<file path="config.mk">
export PLATFORM = sky130hd
export DESIGN_NAME = simon_playback_sequencer
export DESIGN_NICKNAME = d
export VERILOG_FILES = /design/src/rtl/simon_playback_sequencer.sv
export SDC_FILE = /design/constraint.sdc
export NUM_CORES = 1
export LEC_CHECK = 0
export CAP_MARGIN = 20
export CELL_PAD_IN_SITES_DETAIL_PLACEMENT = 1
export CELL_PAD_IN_SITES_GLOBAL_PLACEMENT = 1
export CORE_ASPECT_RATIO = 2
export CORE_UTILIZATION = 30
export CTS_CLUSTER_DIAMETER = 80
export DETAILED_ROUTE_END_ITERATION = 12
export PLACE_DENSITY = 0.69
export SLEW_MARGIN = 20
export SYNTH_ARGS = -nofsm -noshare
export SYNTH_HDL_FRONTEND = slang
export SYNTH_SLANG_ARGS = --single-unit
</file>
<file path="constraint.sdc">
create_clock -name clk -period 10.2 [get_ports clk]
set_input_delay 1.53 -clock clk [delete_from_list [all_inputs] [get_ports clk]]
set_output_delay 1.53 -clock clk [all_outputs]
set_load 0.01 [all_outputs]
</file>
<file path="src/rtl/simon_playback_sequencer.sv">
// Simon playback sequencer: fetches each colour of the stored sequence,
// lights the matching LED with the tone for step_ms, then stays dark for
// gap_ms, and pulses done after the final gap.
module simon_playback_sequencer #(
  parameter int MAX_LEN = 32,
  parameter int ADDR_W  = 5,
  parameter int TICK_W  = 16
) (
  input  logic              clk,
  input  logic              rst_n,
  input  logic [TICK_W-1:0] ticks_per_milli,
  input  logic              start,
  input  logic              abort,
  input  logic [5:0]        seq_len,
  input  logic [9:0]        step_ms,
  input  logic [9:0]        gap_ms,
  output logic [ADDR_W-1:0] mem_addr,
  input  logic [1:0]        mem_data,
  output logic              busy,
  output logic              done,
  output logic [3:0]        led,
  output logic              tone_en,
  output logic [1:0]        tone_sel
);

  typedef enum logic [2:0] {
    S_IDLE,
    S_FETCH,
    S_LOAD,
    S_ON,
    S_GAP,
    S_DONE
  } state_t;

  state_t state, state_next;

  logic [ADDR_W-1:0] idx;
  logic [5:0]        len_q;
  logic [9:0]        step_q;
  logic [9:0]        gap_q;
  logic [1:0]        colour;
  logic [TICK_W-1:0] tick_cnt;
  logic [9:0]        ms_cnt;

  logic [5:0]        len_clamped;
  logic [TICK_W-1:0] tpm_eff;
  logic [9:0]        step_eff;
  logic              ms_pulse;
  logic              on_end;
  logic              gap_end;
  logic              last_step;
  logic              step_advance;

  // Timebase decode, length clamp and end-of-phase conditions
  always_comb begin
    len_clamped = (int'(seq_len) > MAX_LEN) ? 6'(MAX_LEN) : seq_len;
    tpm_eff     = (ticks_per_milli == '0) ? TICK_W'(1) : ticks_per_milli;
    step_eff    = (step_q == '0) ? 10'd1 : step_q;
    ms_pulse    = (tick_cnt == tpm_eff - TICK_W'(1));
    on_end      = ms_pulse && (ms_cnt == step_eff - 10'd1);
    gap_end     = ms_pulse && (ms_cnt == gap_q - 10'd1);
    last_step   = ((int'(idx) + 1) == int'(len_q));
  end

  // State register
  always_ff @(posedge clk or negedge rst_n) begin
    if (!rst_n) begin
      state <= S_IDLE;
    end else begin
      state <= state_next;
    end
  end

  // Next-state logic; abort overrides everything, including start in IDLE
  always_comb begin
    state_next   = state;
    step_advance = 1'b0;
    if (abort) begin
      state_next = S_IDLE;
    end else begin
      case (state)
        S_IDLE: begin
          if (start) begin
            state_next = (len_clamped == '0) ? S_DONE : S_FETCH;
          end
        end
        S_FETCH: state_next = S_LOAD;
        S_LOAD:  state_next = S_ON;
        S_ON: begin
          if (on_end) begin
            if (gap_q != '0) begin
              state_next = S_GAP;
            end else if (last_step) begin
              state_next = S_DONE;
            end else begin
              state_next   = S_FETCH;
              step_advance = 1'b1;
            end
          end
        end
        S_GAP: begin
          if (gap_end) begin
            if (last_step) begin
              state_next = S_DONE;
            end else begin
              state_next   = S_FETCH;
              step_advance = 1'b1;
            end
          end
        end
        S_DONE:  state_next = S_IDLE;
        default: state_next = S_IDLE;
      endcase
    end
  end

  // Step index, latched parameters and fetched colour
  always_ff @(posedge clk or negedge rst_n) begin
    if (!rst_n) begin
      idx    <= '0;
      len_q  <= '0;
      step_q <= '0;
      gap_q  <= '0;
      colour <= '0;
    end else if (abort) begin
      idx <= '0;
    end else begin
      case (state)
        S_IDLE: begin
          if (start) begin
            len_q  <= len_clamped;
            step_q <= step_ms;
            gap_q  <= gap_ms;
            idx    <= '0;
          end
        end
        S_LOAD: colour <= mem_data;
        S_DONE: idx <= '0;
        default: begin
          if (step_advance) begin
            idx <= idx + ADDR_W'(1);
          end
        end
      endcase
    end
  end

  // Tick and millisecond counters; any state change clears them, which
  // covers every entry to ON and GAP since neither can re-enter itself
  always_ff @(posedge clk or negedge rst_n) begin
    if (!rst_n) begin
      tick_cnt <= '0;
      ms_cnt   <= '0;
    end else if (state_next != state) begin
      tick_cnt <= '0;
      ms_cnt   <= '0;
    end else if (state == S_ON || state == S_GAP) begin
      if (ms_pulse) begin
        tick_cnt <= '0;
        ms_cnt   <= ms_cnt + 10'd1;
      end else begin
        tick_cnt <= tick_cnt + TICK_W'(1);
      end
    end
  end

  // Outputs decoded from the registered state
  always_comb begin
    busy     = (state != S_IDLE);
    done     = (state == S_DONE);
    mem_addr = (state == S_IDLE) ? '0 : idx;
    led      = '0;
    tone_en  = 1'b0;
    tone_sel = '0;
    if (state == S_ON) begin
      led      = 4'b0001 << colour;
      tone_en  = 1'b1;
      tone_sel = colour;
    end
  end

endmodule

</file>
==> Implementation_results.wiki <==
{| class="wikitable"
! Metric !! Value
|-
| DP Wirelength || roughly 12 mm
|-
| CTS tree || done
|-
| Number of nets in the finished design || 670
|-
| Endpoint of the lowest-slack register-to-register path || idx[3]
|-
| Register bit total from synthesis || between 60 and 70
|-
| Startpoint of the worst-slack reg-to-reg timing path || step_q[7]
|-
| Largest fanout of any net on the critical path || 13
|-
| Final number of setup-violating endpoints || 0
|-
| Layout cell share with drive strength beyond 1 || ~11%
|-
| IO buf count || just over 60
|-
| Max Clk Rate || 170 MHz
|-
| Post-synthesis to final-layout area growth || 22.7%
|-
| Post-CTS Setup Bufs || 0
|-
| Worst endpoint required time || around 10000 ps
|-
| Final total negative setup slack || 0 ps
|-
| Cell type with the highest aggregate area in the netlist || dfrtp_1
|-
| Class of the most critical setup path || primary input to flop
|-
| Max rail drop VDD || approximately 0.077 mV
|-
| Number of nets in the synthesized netlist || a little over 600
|-
| Static leakage || 2.30 nW
|-
| Proportion of synthesized flip-flops having asynchronous set or reset || 100%
|-
| Non-Filler Instances || approximately 820
|-
| Synthesis warning total || 0
|-
| Final non-filler cell area || 0.00595 sq mm
|-
| Area of the core || roughly 0.016 sq mm
|-
| Cell depth of the worst flop-to-flop path || 11
|-
| Detail-routed via count per cell || ~5.6
|-
| DP Cell Count || between 800 and 900
|-
| Critical Path Source Type || primary input
|-
| Clock input transition at the sequential cells of the worst setup and hold paths || 50 ps
|-
| Capture endpoint of the worst hold path || len_q[1]
|-
| Initial drt markers || between 100 and 150
|-
| Arrival time of the worst setup path || roughly 6000 ps
|-
| Final critical-path required period || just under 6000 ps
|-
| Most frequently used flop master after synthesis || dfrtp_1
|-
| Area of the mapped netlist || 0.00485 sq mm
|-
| Number of cells traversed by the worst hold path || 2
|-
| Antenna viol nets, final || 0
|-
| Chip width || approximately 92 um
|-
| Top area cells in the synthesized netlist || dfrtp_1 32%, mux2_2 5.8%, xor2_1 5.2%, nor2_1 4.0%, xnor2_1 3.6%
|-
| Num CTS Buffers || 9
|-
| Worst setup skew after layout || about 12 ps
|-
| Average detailed-routed wire length per instance || ~18 um
|-
| Share of synthesized area occupied by flip-flops and latches || 32.0%
|-
| Die Ht || about 180 um
|-
| Initial antenna violation count || 0
|-
| H-tree depth reported by CTS || 3
|-
| Power density over cell area || 145 mW/mm^2
|-
| Leading post-synthesis cells by instance count || 62 x dfrtp_1, 52 x nor2_1, 40 x nand2_1
|-
| Fraction of synthesized cell area taken by the top area cell type || between 30% and 40%
|-
| Hold buffer count at cts || 0
|-
| Worst-Skew Late Latency || about 340 ps
|-
| Number of sinks handled by clock tree synthesis || 62
|-
| Routability Congestion || 0.877
|-
| # rows || 65
|-
| Pre-Repair DR Iteration Count || 4
|-
| Final design utilization || between 30% and 40%
|-
| Number of distinct standard cells referenced by the synthesized netlist || 74
|-
| Max Transition Viols Final || 0
|-
| Final Hold Slack || 511 ps
|-
| Most instantiated library cell after synthesis || dfrtp_1
|-
| Buffer depth of the longest clock path || 2
|-
| Syn Inst Count || 564
|-
| GR Overflow Total || 0
|-
| Worst min-delay path class || flop to flop
|-
| Post-Synthesis Mean Instance Area || ~8.6 sq um
|-
| Global-route wire length before repair || 24.5 mm
|-
| Overall die area || about 0.017 sq mm
|-
| Via Count || around 4.6k
|-
| Post-synth EDFFs || 0
|-
| Cell chosen for the clock root || clkbuf_16
|-
| Period Utilization, post-route || a little under 60%
|-
| Top-level port count || 62
|-
| Via count of the first global-routing pass || roughly 5k
|-
| Type of destination of the critical path || flop
|-
| Maximum number of pins on one net before global-route repair || 63
|-
| Starting Density || between 30% and 40%
|-
| Drt total wl || between 10 and 15 mm
|-
| Status || completed
|-
| GR Util All Layers || between 15 and 20%
|-
| Antenna fix cells || 0
|-
| Number of instances resized during post-cts repair || 0
|-
| Drc violations || 0
|-
| Slew at the pin closest to its max-slew limit || 1020 ps
|-
| Total cell area at the placement stage || roughly 0.0056 sq mm
|-
| Hold Startpoint || len_q[1]
|-
| FILL cells || 1872
|-
| Setup slack, reg-to-reg || 6090 ps
|-
| RSZ-0062 raised after global routing || false
|-
| Max-Cap Viols || 0
|-
| Relative slew slack || a little under a third
|-
| Final Hold Viols || 0
|}
==> layout make-up <==
class | instances | area (sq um) | share of cell area, %
Clock buffer | 10 | 229 | 3.85
Clock inverter | 6 | 86.3 | 1.45
Inverter | 17 | 63.8 | 1.07
Multi-Input combinational cell | 460 | 3140 | 52.7
Sequential cell | 62 | 1550 | 26.1
Tap cell | 201 | 251 | 4.22
Timing Repair Buffer | 65 | 636 | 10.7
==> routing by layer <==
metal	vias up	track usage [%]	routed length [um]
li1	2178	-	-
met1	2294	17.8	5380
met2	86	37.0	8730
met3	36	2.18	317
met4	0	9.94	578
met5	-	0	0
==> power breakdown <==
group          internal, W  total [W]  switching [W]
clock network     0.000213   0.000326       0.000112
registers         0.000277   0.000322      0.0000457
logic             0.000104   0.000214       0.000110
total             0.000594   0.000862       0.000269
==> layout by cell type (no fill, tap or decap), types with 20 or more instances in the layout <==
| cell type | Yosys | routed |
|---|---|---|
| nor2_1 | 52 | 52 |
| clkdlybuf4s50_1 | 0 | 60 |
| nand2_1 | 40 | 40 |
| a21oi_1 | 20 | 20 |
| dfrtp_1 | 62 | 62 |
| xor2_1 | 29 | 29 |
| mux2_2 | 25 | 25 |
| xnor2_1 | 20 | 20 |
| o21ai_0 | 21 | 21 |
| nor3_1 | 24 | 23 |
==> through the flow <==
stage	setup slack (ps)	power, W
2_1_floorplan	5420	0.000459
3_3_place_gp	4080	0.000527
3_5_place_dp	3850	0.000541
4_1_cts	4150	0.000870
5_1_grt	4030	0.000910
6_report	4320	0.000862
==> flip-flops by register name, indices dropped and copies added (netlist names) <==
signal / flops
ms_cnt: 10
idx: 5
step_q: 10
colour: 2
gap_q: 10
len_q: 6
tick_cnt: 16
state: 3
==> cell families (layout without fill, tap and decap cells) <==
kind of cell	count (synthesis)	count (layout)	synth area share, %
compound gates	99	99	14.1
xor+xnor	50	50	9.31
fa+ha+maj	7	7	1.81
buf+inv	42	98	3.64
flops	62	62	32.0
mux	30	30	6.94
simple gates	274	274	32.3
==> worst max path at each step <==
stage	end	cells past startpoint	from	slack, ps
floorplan	ms_cnt[0]	14	ticks_per_milli[5]	5420
global placement	ms_cnt[2]	14	ticks_per_milli[10]	4080
detailed placement	ms_cnt[7]	14	ticks_per_milli[5]	3850
CTS	ms_cnt[0]	14	ticks_per_milli[5]	4150
global route	tick_cnt[4]	14	ticks_per_milli[5]	4030
finish	tick_cnt[4]	13	ticks_per_milli[2]	4320
==> critical path, cell delays in order <==
cell and delay (ps):
clkdlybuf4s50_1 690, nor3_1 110, nand4_1 180, nor3_1 90
nor2_1 120, ha_1 210, or4b_4 510, a2111oi_0 660
o221ai_1 290, nor4_4 520, nand2_1 470, o21ai_2 570
nor2_1 110
Note: power is estimated with default switching activity, not from simulation.
